File: src/rtl/cpu_run_monitor.sv
// cpu_run_monitor: pass/fail/timeout/hang verdict monitor that sits beside a CPU
// and snoops its data-memory write port and program counter.
//
// Ports:
//   clk          in   1      clock, all state on rising edge
//   reset        in   1      synchronous, active-high
//   memwrite     in   1      cpu store strobe
//   dataaddr     in   W      cpu store address
//   writedata    in   W      cpu store data
//   pc           in   W      cpu program counter
//   done         out  1      any verdict reached (sticky)
//   pass         out  1      PASS verdict (sticky)
//   fail         out  1      FAIL verdict (sticky)
//   timeout      out  1      TIMEOUT verdict (sticky)
//   hang         out  1      HANG verdict (sticky)
//   cycle_count  out  CNT_W  cycles spent in ARM+RUN (saturating, frozen at verdict)
//   pc_changes   out  CNT_W  RUN cycles where pc differed from the previous cycle
//
// Optional feature macro: MON_DATA_CHECK_EN
//   defined   -> a pass-address store must carry PASS_DATA, otherwise it is a FAIL
//   undefined -> writedata is ignored, PASS on address match alone

module cpu_run_monitor #(
    parameter int unsigned W          = 32,
    parameter int unsigned CNT_W      = 32,
    parameter int unsigned PASS_ADDR  = 10,
    parameter int unsigned FAIL_ADDR  = 16,
    parameter int unsigned MAX_CYCLES = 190,
    parameter int unsigned HANG_LIMIT = 64,
    parameter int unsigned ARM_DELAY  = 1,
    parameter int unsigned PASS_DATA  = 0
) (
    input  logic             clk,
    input  logic             reset,
    input  logic             memwrite,
    input  logic [W-1:0]     dataaddr,
    input  logic [W-1:0]     writedata,
    input  logic [W-1:0]     pc,
    output logic             done,
    output logic             pass,
    output logic             fail,
    output logic             timeout,
    output logic             hang,
    output logic [CNT_W-1:0] cycle_count,
    output logic [CNT_W-1:0] pc_changes
);

    typedef enum logic [2:0] {
        ST_ARM,
        ST_RUN,
        ST_PASS,
        ST_FAIL,
        ST_TIMEOUT,
        ST_HANG
    } state_e;

    // With no arming delay the first cycle after reset is already a RUN cycle.
    localparam state_e           RESET_STATE = (ARM_DELAY == 0) ? ST_RUN : ST_ARM;
    localparam logic [CNT_W-1:0] CNT_MAX     = '1;
    localparam logic [CNT_W-1:0] ARM_LIM     = CNT_W'(ARM_DELAY);
    localparam logic [CNT_W-1:0] MAX_CYC_LIM = CNT_W'(MAX_CYCLES);
    localparam logic [CNT_W-1:0] HANG_LIM    = CNT_W'(HANG_LIMIT);

    function automatic logic [CNT_W-1:0] sat_inc(input logic [CNT_W-1:0] v);
        return (v == CNT_MAX) ? v : v + CNT_W'(1);
    endfunction

    state_e           state_q;
    logic [W-1:0]     pc_q;
    logic [CNT_W-1:0] cycle_count_q;
    logic [CNT_W-1:0] pc_changes_q;
    logic [CNT_W-1:0] arm_cnt_q;
    logic [CNT_W-1:0] hang_cnt_q;
    logic             pass_q;
    logic             fail_q;
    logic             timeout_q;
    logic             hang_q;
    logic             done_q;

    logic             pass_hit_c;
    logic             fail_hit_c;
    logic             pass_ok_c;
    logic             fail_c;
    logic             pc_same_c;
    logic [CNT_W-1:0] cycle_count_d;
    logic [CNT_W-1:0] arm_cnt_d;
    logic [CNT_W-1:0] hang_cnt_d;
    logic             hang_trip_c;
    logic             timeout_trip_c;

    // Store matches; an unknown address or strobe must never count as a hit.
    always_comb begin
        pass_hit_c = (memwrite & (dataaddr == W'(PASS_ADDR))) === 1'b1;
        fail_hit_c = (memwrite & (dataaddr == W'(FAIL_ADDR))) === 1'b1;
    end

`ifdef MON_DATA_CHECK_EN
    // A pass-address store carrying the wrong data is itself a failure.
    always_comb begin
        pass_ok_c = pass_hit_c & ((writedata == W'(PASS_DATA)) === 1'b1);
        fail_c    = fail_hit_c | (pass_hit_c & ~pass_ok_c);
    end
`else
    logic unused_data_c;
    assign unused_data_c = ^{writedata, W'(PASS_DATA)};

    always_comb begin
        pass_ok_c = pass_hit_c;
        fail_c    = fail_hit_c;
    end
`endif

    // Next counter values and limit trips for the current cycle.
    always_comb begin
        pc_same_c      = (pc == pc_q);
        cycle_count_d  = sat_inc(cycle_count_q);
        arm_cnt_d      = sat_inc(arm_cnt_q);
        hang_cnt_d     = pc_same_c ? sat_inc(hang_cnt_q) : '0;
        hang_trip_c    = (HANG_LIMIT != 0) && pc_same_c && (hang_cnt_d >= HANG_LIM);
        timeout_trip_c = (MAX_CYCLES != 0) && (cycle_count_d >= MAX_CYC_LIM);
    end

    // Monitor FSM with registered verdict flags; verdict states hold everything.
    always_ff @(posedge clk) begin
        pc_q <= pc;
        if (reset) begin
            state_q       <= RESET_STATE;
            cycle_count_q <= '0;
            pc_changes_q  <= '0;
            arm_cnt_q     <= '0;
            hang_cnt_q    <= '0;
            pass_q        <= 1'b0;
            fail_q        <= 1'b0;
            timeout_q     <= 1'b0;
            hang_q        <= 1'b0;
            done_q        <= 1'b0;
        end else begin
            case (state_q)
                ST_ARM: begin
                    cycle_count_q <= cycle_count_d;
                    arm_cnt_q     <= arm_cnt_d;
                    if (arm_cnt_d >= ARM_LIM) begin
                        state_q <= ST_RUN;
                    end
                end
                ST_RUN: begin
                    cycle_count_q <= cycle_count_d;
                    hang_cnt_q    <= hang_cnt_d;
                    if (!pc_same_c) begin
                        pc_changes_q <= sat_inc(pc_changes_q);
                    end
                    // Verdict priority: FAIL > PASS > HANG > TIMEOUT.
                    if (fail_c) begin
                        state_q <= ST_FAIL;
                        fail_q  <= 1'b1;
                        done_q  <= 1'b1;
                    end else if (pass_ok_c) begin
                        state_q <= ST_PASS;
                        pass_q  <= 1'b1;
                        done_q  <= 1'b1;
                    end else if (hang_trip_c) begin
                        state_q <= ST_HANG;
                        hang_q  <= 1'b1;
                        done_q  <= 1'b1;
                    end else if (timeout_trip_c) begin
                        state_q   <= ST_TIMEOUT;
                        timeout_q <= 1'b1;
                        done_q    <= 1'b1;
                    end
                end
                default: begin
                    state_q <= state_q;
                end
            endcase
        end
    end

    assign done        = done_q;
    assign pass        = pass_q;
    assign fail        = fail_q;
    assign timeout     = timeout_q;
    assign hang        = hang_q;
    assign cycle_count = cycle_count_q;
    assign pc_changes  = pc_changes_q;

endmodule

File: config.mk
export PLATFORM = sky130hd
export DESIGN_NAME = cpu_run_monitor
export DESIGN_NICKNAME = d
export VERILOG_FILES = /design/src/rtl/cpu_run_monitor.sv
export SDC_FILE = /design/constraint.sdc
export NUM_CORES = 1
export LEC_CHECK = 0
export CORE_MARGIN = 8
export CORE_UTILIZATION = 49
export DETAILED_ROUTE_END_ITERATION = 8
export PLACE_DENSITY = 0.75
export REMOVE_ABC_BUFFERS = 1
export SLEW_MARGIN = 20
export SYNTH_ARGS = -nofsm -noshare
export SYNTH_HDL_FRONTEND = slang
export SYNTH_SLANG_ARGS = --single-unit
File: constraint.sdc
create_clock -name clk -period 4.9 [get_ports clk]
set_input_delay 0.98 -clock clk [delete_from_list [all_inputs] [get_ports clk]]
set_output_delay 0.98 -clock clk [all_outputs]
set_load 0.05 [all_outputs]
==> metrics.md <==
| Metric | Value |
|---|---|
| Synth cell types | 73 |
| Hold_ws | roughly 0.44 ns |
| Post-synth EDFFs | 0 |
| GP Congestion | approximately 0.90 |
| Via count | roughly 8900 |
| GRT Max-Usage Layer | met2 |
| Pin count of the biggest net entering global routing | 71 |
| Final cycle utilization of the critical path | around three quarters |
| Final hold viol count | 0 |
| GR Layer Usage met2 | between 30% and 40% |
| Clock slew at reported path FFs | 0.06 ns |
| Cell Area, Placed | about 11000 um^2 |
| Top-Level Pins | between 150 and 200 |
| Max transition margin | between 30 and 40% |
| Post-layout min period | roughly 3.6 ns |
| Worst slew pin tran | 0.982 ns |
| GRT Total Usage | roughly a fifth |
| Setup TNS | 0 ns |
| Outcome | complete, no violations |
| Most common cell after layout, fill and taps aside | nor2_1 |
| Avg Cell Area, Syn | roughly 8.0 um^2 |
| Die Wd | around 150 um |
| Htree depth | 4 |
| Setup violators final | 0 |
| Pre-antenna DRT Iters | 5 |
| Worst ir drop on vdd | approximately 0.00030 V |
| Max-cap violations | 0 |
| Mapped Area | 9360 um^2 |
| Max clock buf depth | 2 |
| PortBufs | between 100 and 150 |
| Unrepaired setup endpoints after global routing | false |
| Worst Skew | between 0.01 and 0.015 ns |
| Core outline area | between 15000 and 20000 um^2 |
| Pwr Density | around 260 nW/um^2 |
| Routed WL | ~25000 um |
| Max Fclk | between 0.2 and 0.3 GHz |
| Vias in the first global route | approximately 8500 |
| Synth Flop Type | dfxtp_1 |
| Synthesis-stage register bit count | 168 |
| CTS tree | done |
| Total grt overflow | 0 |
| Final net count | approximately 1400 |
| Routed Antenna Nets | 0 |
| Met3 Usage GRT | under 10% |
| Root Buffer Master | clkbuf_16 |
| Hold Crit Class | reg2reg |
| Critical path endpoint category | flip-flop |
| Data arrival, critical path | ~4 ns |
| Share of layout cells above drive strength 1 | under 10% |
| Initial antenna violation count | 0 |
| Asr flop ratio synth | 0% |
| Die footprint | between 20000 and 25000 um^2 |
| DRC viols | 0 |
| Post-layout util | about three fifths |
| PostCTS Resize Cnt | 0 |
| Crit Path Category | reg2reg |
| First-pass GRT wire length | about 42000 um |
| Leakage | ~3.8 nW |
| N_diodes | 0 |
| Vias/cell | 5.96 |
| DP Wirelength | approximately 18000 um |
| Worst Path Required | 5.21 ns |
| Clock Latency Late Sink | about 0.43 ns |
| Post-CTS setup buffers | 0 |
| Wire per inst | 16.7 um |
| Slew Viols, Final | 0 |
| Core Rows | 50 |
| Drt initial violations | 821 |
| CP max FO | 12 |
| Sequential fraction of the synthesis area | 35.9% |
| Grt met1 use | 26.1% |
| Post-cts hold buffer count | 0 |
| Die Y | about 150 um |
| Final Cell Area | 11300 um^2 |
| P&R area growth vs syn | 20.7% |
| Clk sinks | roughly 170 |
| Critical path startpoint category | flip-flop |
| Initial Utilization | 50.0% |
| Mapped Cells | 1173 |
| Cts bufs inserted | 17 |
| Yosys warning count | 0 |
| Most frequent cells in the layout | nor2_1 (170), dfxtp_1 (168), clkdlybuf4s50_1 (134), nand2_1 (95), xnor2_1 (79) |
## path summary, 6_finish.rpt
| kind | to | slack [ns] | depth (start not counted) | startpoint |
|---|---|---|---|---|
| worst max-delay path | done$_SDFFE_PP0P_ | 1.32 | 10 | cycle_count[0]$_SDFFE_PP0P_ |
| worst min register to register | pass$_SDFFE_PP0P_ | 0.44 | 2 | pass$_SDFFE_PP0P_ |
| worst max register to register | done$_SDFFE_PP0P_ | 1.32 | 10 | cycle_count[0]$_SDFFE_PP0P_ |
| worst min-delay path | pass$_SDFFE_PP0P_ | 0.44 | 2 | pass$_SDFFE_PP0P_ |
## critical path, stage by stage (launching register included)
cell and delay [ns]:
dfxtp_1 0.54, ha_1 0.50, nand4_1 0.20, nor4_2 0.44
nand3_1 0.37, a311oi_1 0.35, a31oi_1 0.08, nor4_1 0.36
and4_1 0.31, nor2b_1 0.22, a21oi_1 0.09
## cell type report
type	instances	area [um^2]
Fill cell	1686	7400
Multi-Input combinational cell	911	5620
Sequential cell	168	3360
Timing Repair Buffer	140	1390
Clock buffer	18	429
Tap cell	234	293
Clock inverter	14	158
Inverter	15	56.3
## state kept, by name, summed over array words and instances (netlist names)
name and cells:
timeout 1, hang 1, hang_cnt_q 32, state_q 3
done 1, arm_cnt_q 32, pc_q 32, cycle_count 32
fail 1, pc_changes 32, pass 1
## kinds of logic (layout without fill, tap and decap cells)
family / count (synthesis) / count (layout) / share of synthesized area, %
AOI/OAI and AO/OA: 157 / 157 / 10.9
xor gates and xnor gates: 155 / 155 / 14.5
adders and majority gates: 4 / 4 / 0.535
buffers and inverters: 94 / 187 / 4.06
DFF: 168 / 168 / 35.9
muxes: 13 / 13 / 1.40
and+or+nand+nor: 582 / 582 / 32.6
## Yosys cell counts (3+ instances only)
| cell type | n | area (um^2) |
|---|---|---|
| nand2_1 | 95 | 357 |
| and2_1 | 16 | 100 |
| o21a_1 | 4 | 30.0 |
| and3_1 | 29 | 181 |
| nor3_1 | 29 | 145 |
| nor3b_1 | 3 | 22.5 |
| nor4_1 | 21 | 131 |
| a41oi_1 | 5 | 43.8 |
| buf_2 | 18 | 90.1 |
| mux2i_1 | 12 | 120 |
| o31ai_1 | 3 | 22.5 |
| nor4b_1 | 6 | 52.6 |
| nand4_1 | 64 | 400 |
| a21oi_1 | 48 | 240 |
| nor2b_1 | 4 | 25.0 |
| o2111ai_1 | 7 | 61.3 |
| nand4b_1 | 4 | 35.0 |
| inv_1 | 15 | 56.3 |
| o211ai_1 | 3 | 22.5 |
| or4_1 | 9 | 67.6 |
| ha_1 | 4 | 50.1 |
| and4_1 | 10 | 87.6 |
| a31oi_1 | 12 | 75.1 |
| nor2_1 | 170 | 638 |
| dfxtp_1 | 168 | 3360 |
| clkbuf_1 | 58 | 218 |
| o21ai_0 | 36 | 180 |
| or2_2 | 9 | 56.3 |
| or3_1 | 17 | 106 |
| xnor2_1 | 79 | 692 |
| a211oi_1 | 10 | 75.1 |
| xor2_1 | 76 | 666 |
| nand3_1 | 74 | 370 |
## through the flow
| stage | power [mW] | std cells | setup WS, ns |
|---|---|---|---|
| 3_5_place_dp | 1.65 | 1468 | 1.06 |
| 3_3_place_gp | 1.64 | 1468 | 1.08 |
| 2_1_floorplan | 1.53 | 1094 | 1.68 |
| 4_1_cts | 2.98 | 1500 | 1.43 |
| 5_1_grt | 3.06 | 1500 | 0.961 |
| 6_report | 2.95 | 1500 | 1.32 |
## power breakdown
| part | internal [mW] | switching, mW |
|---|---|---|
| sequential | 1.39 | 0.0217 |
| combinational | 0.0997 | 0.105 |
| clock | 0.725 | 0.613 |
## layer usage
metal,vias up,routed length [um]
met4,0,597
met5,-,0
met3,60,1830
met2,349,11600
li1,4342,-
met1,4191,11000
No activity file was read; power rests on OpenSTA's default activity.
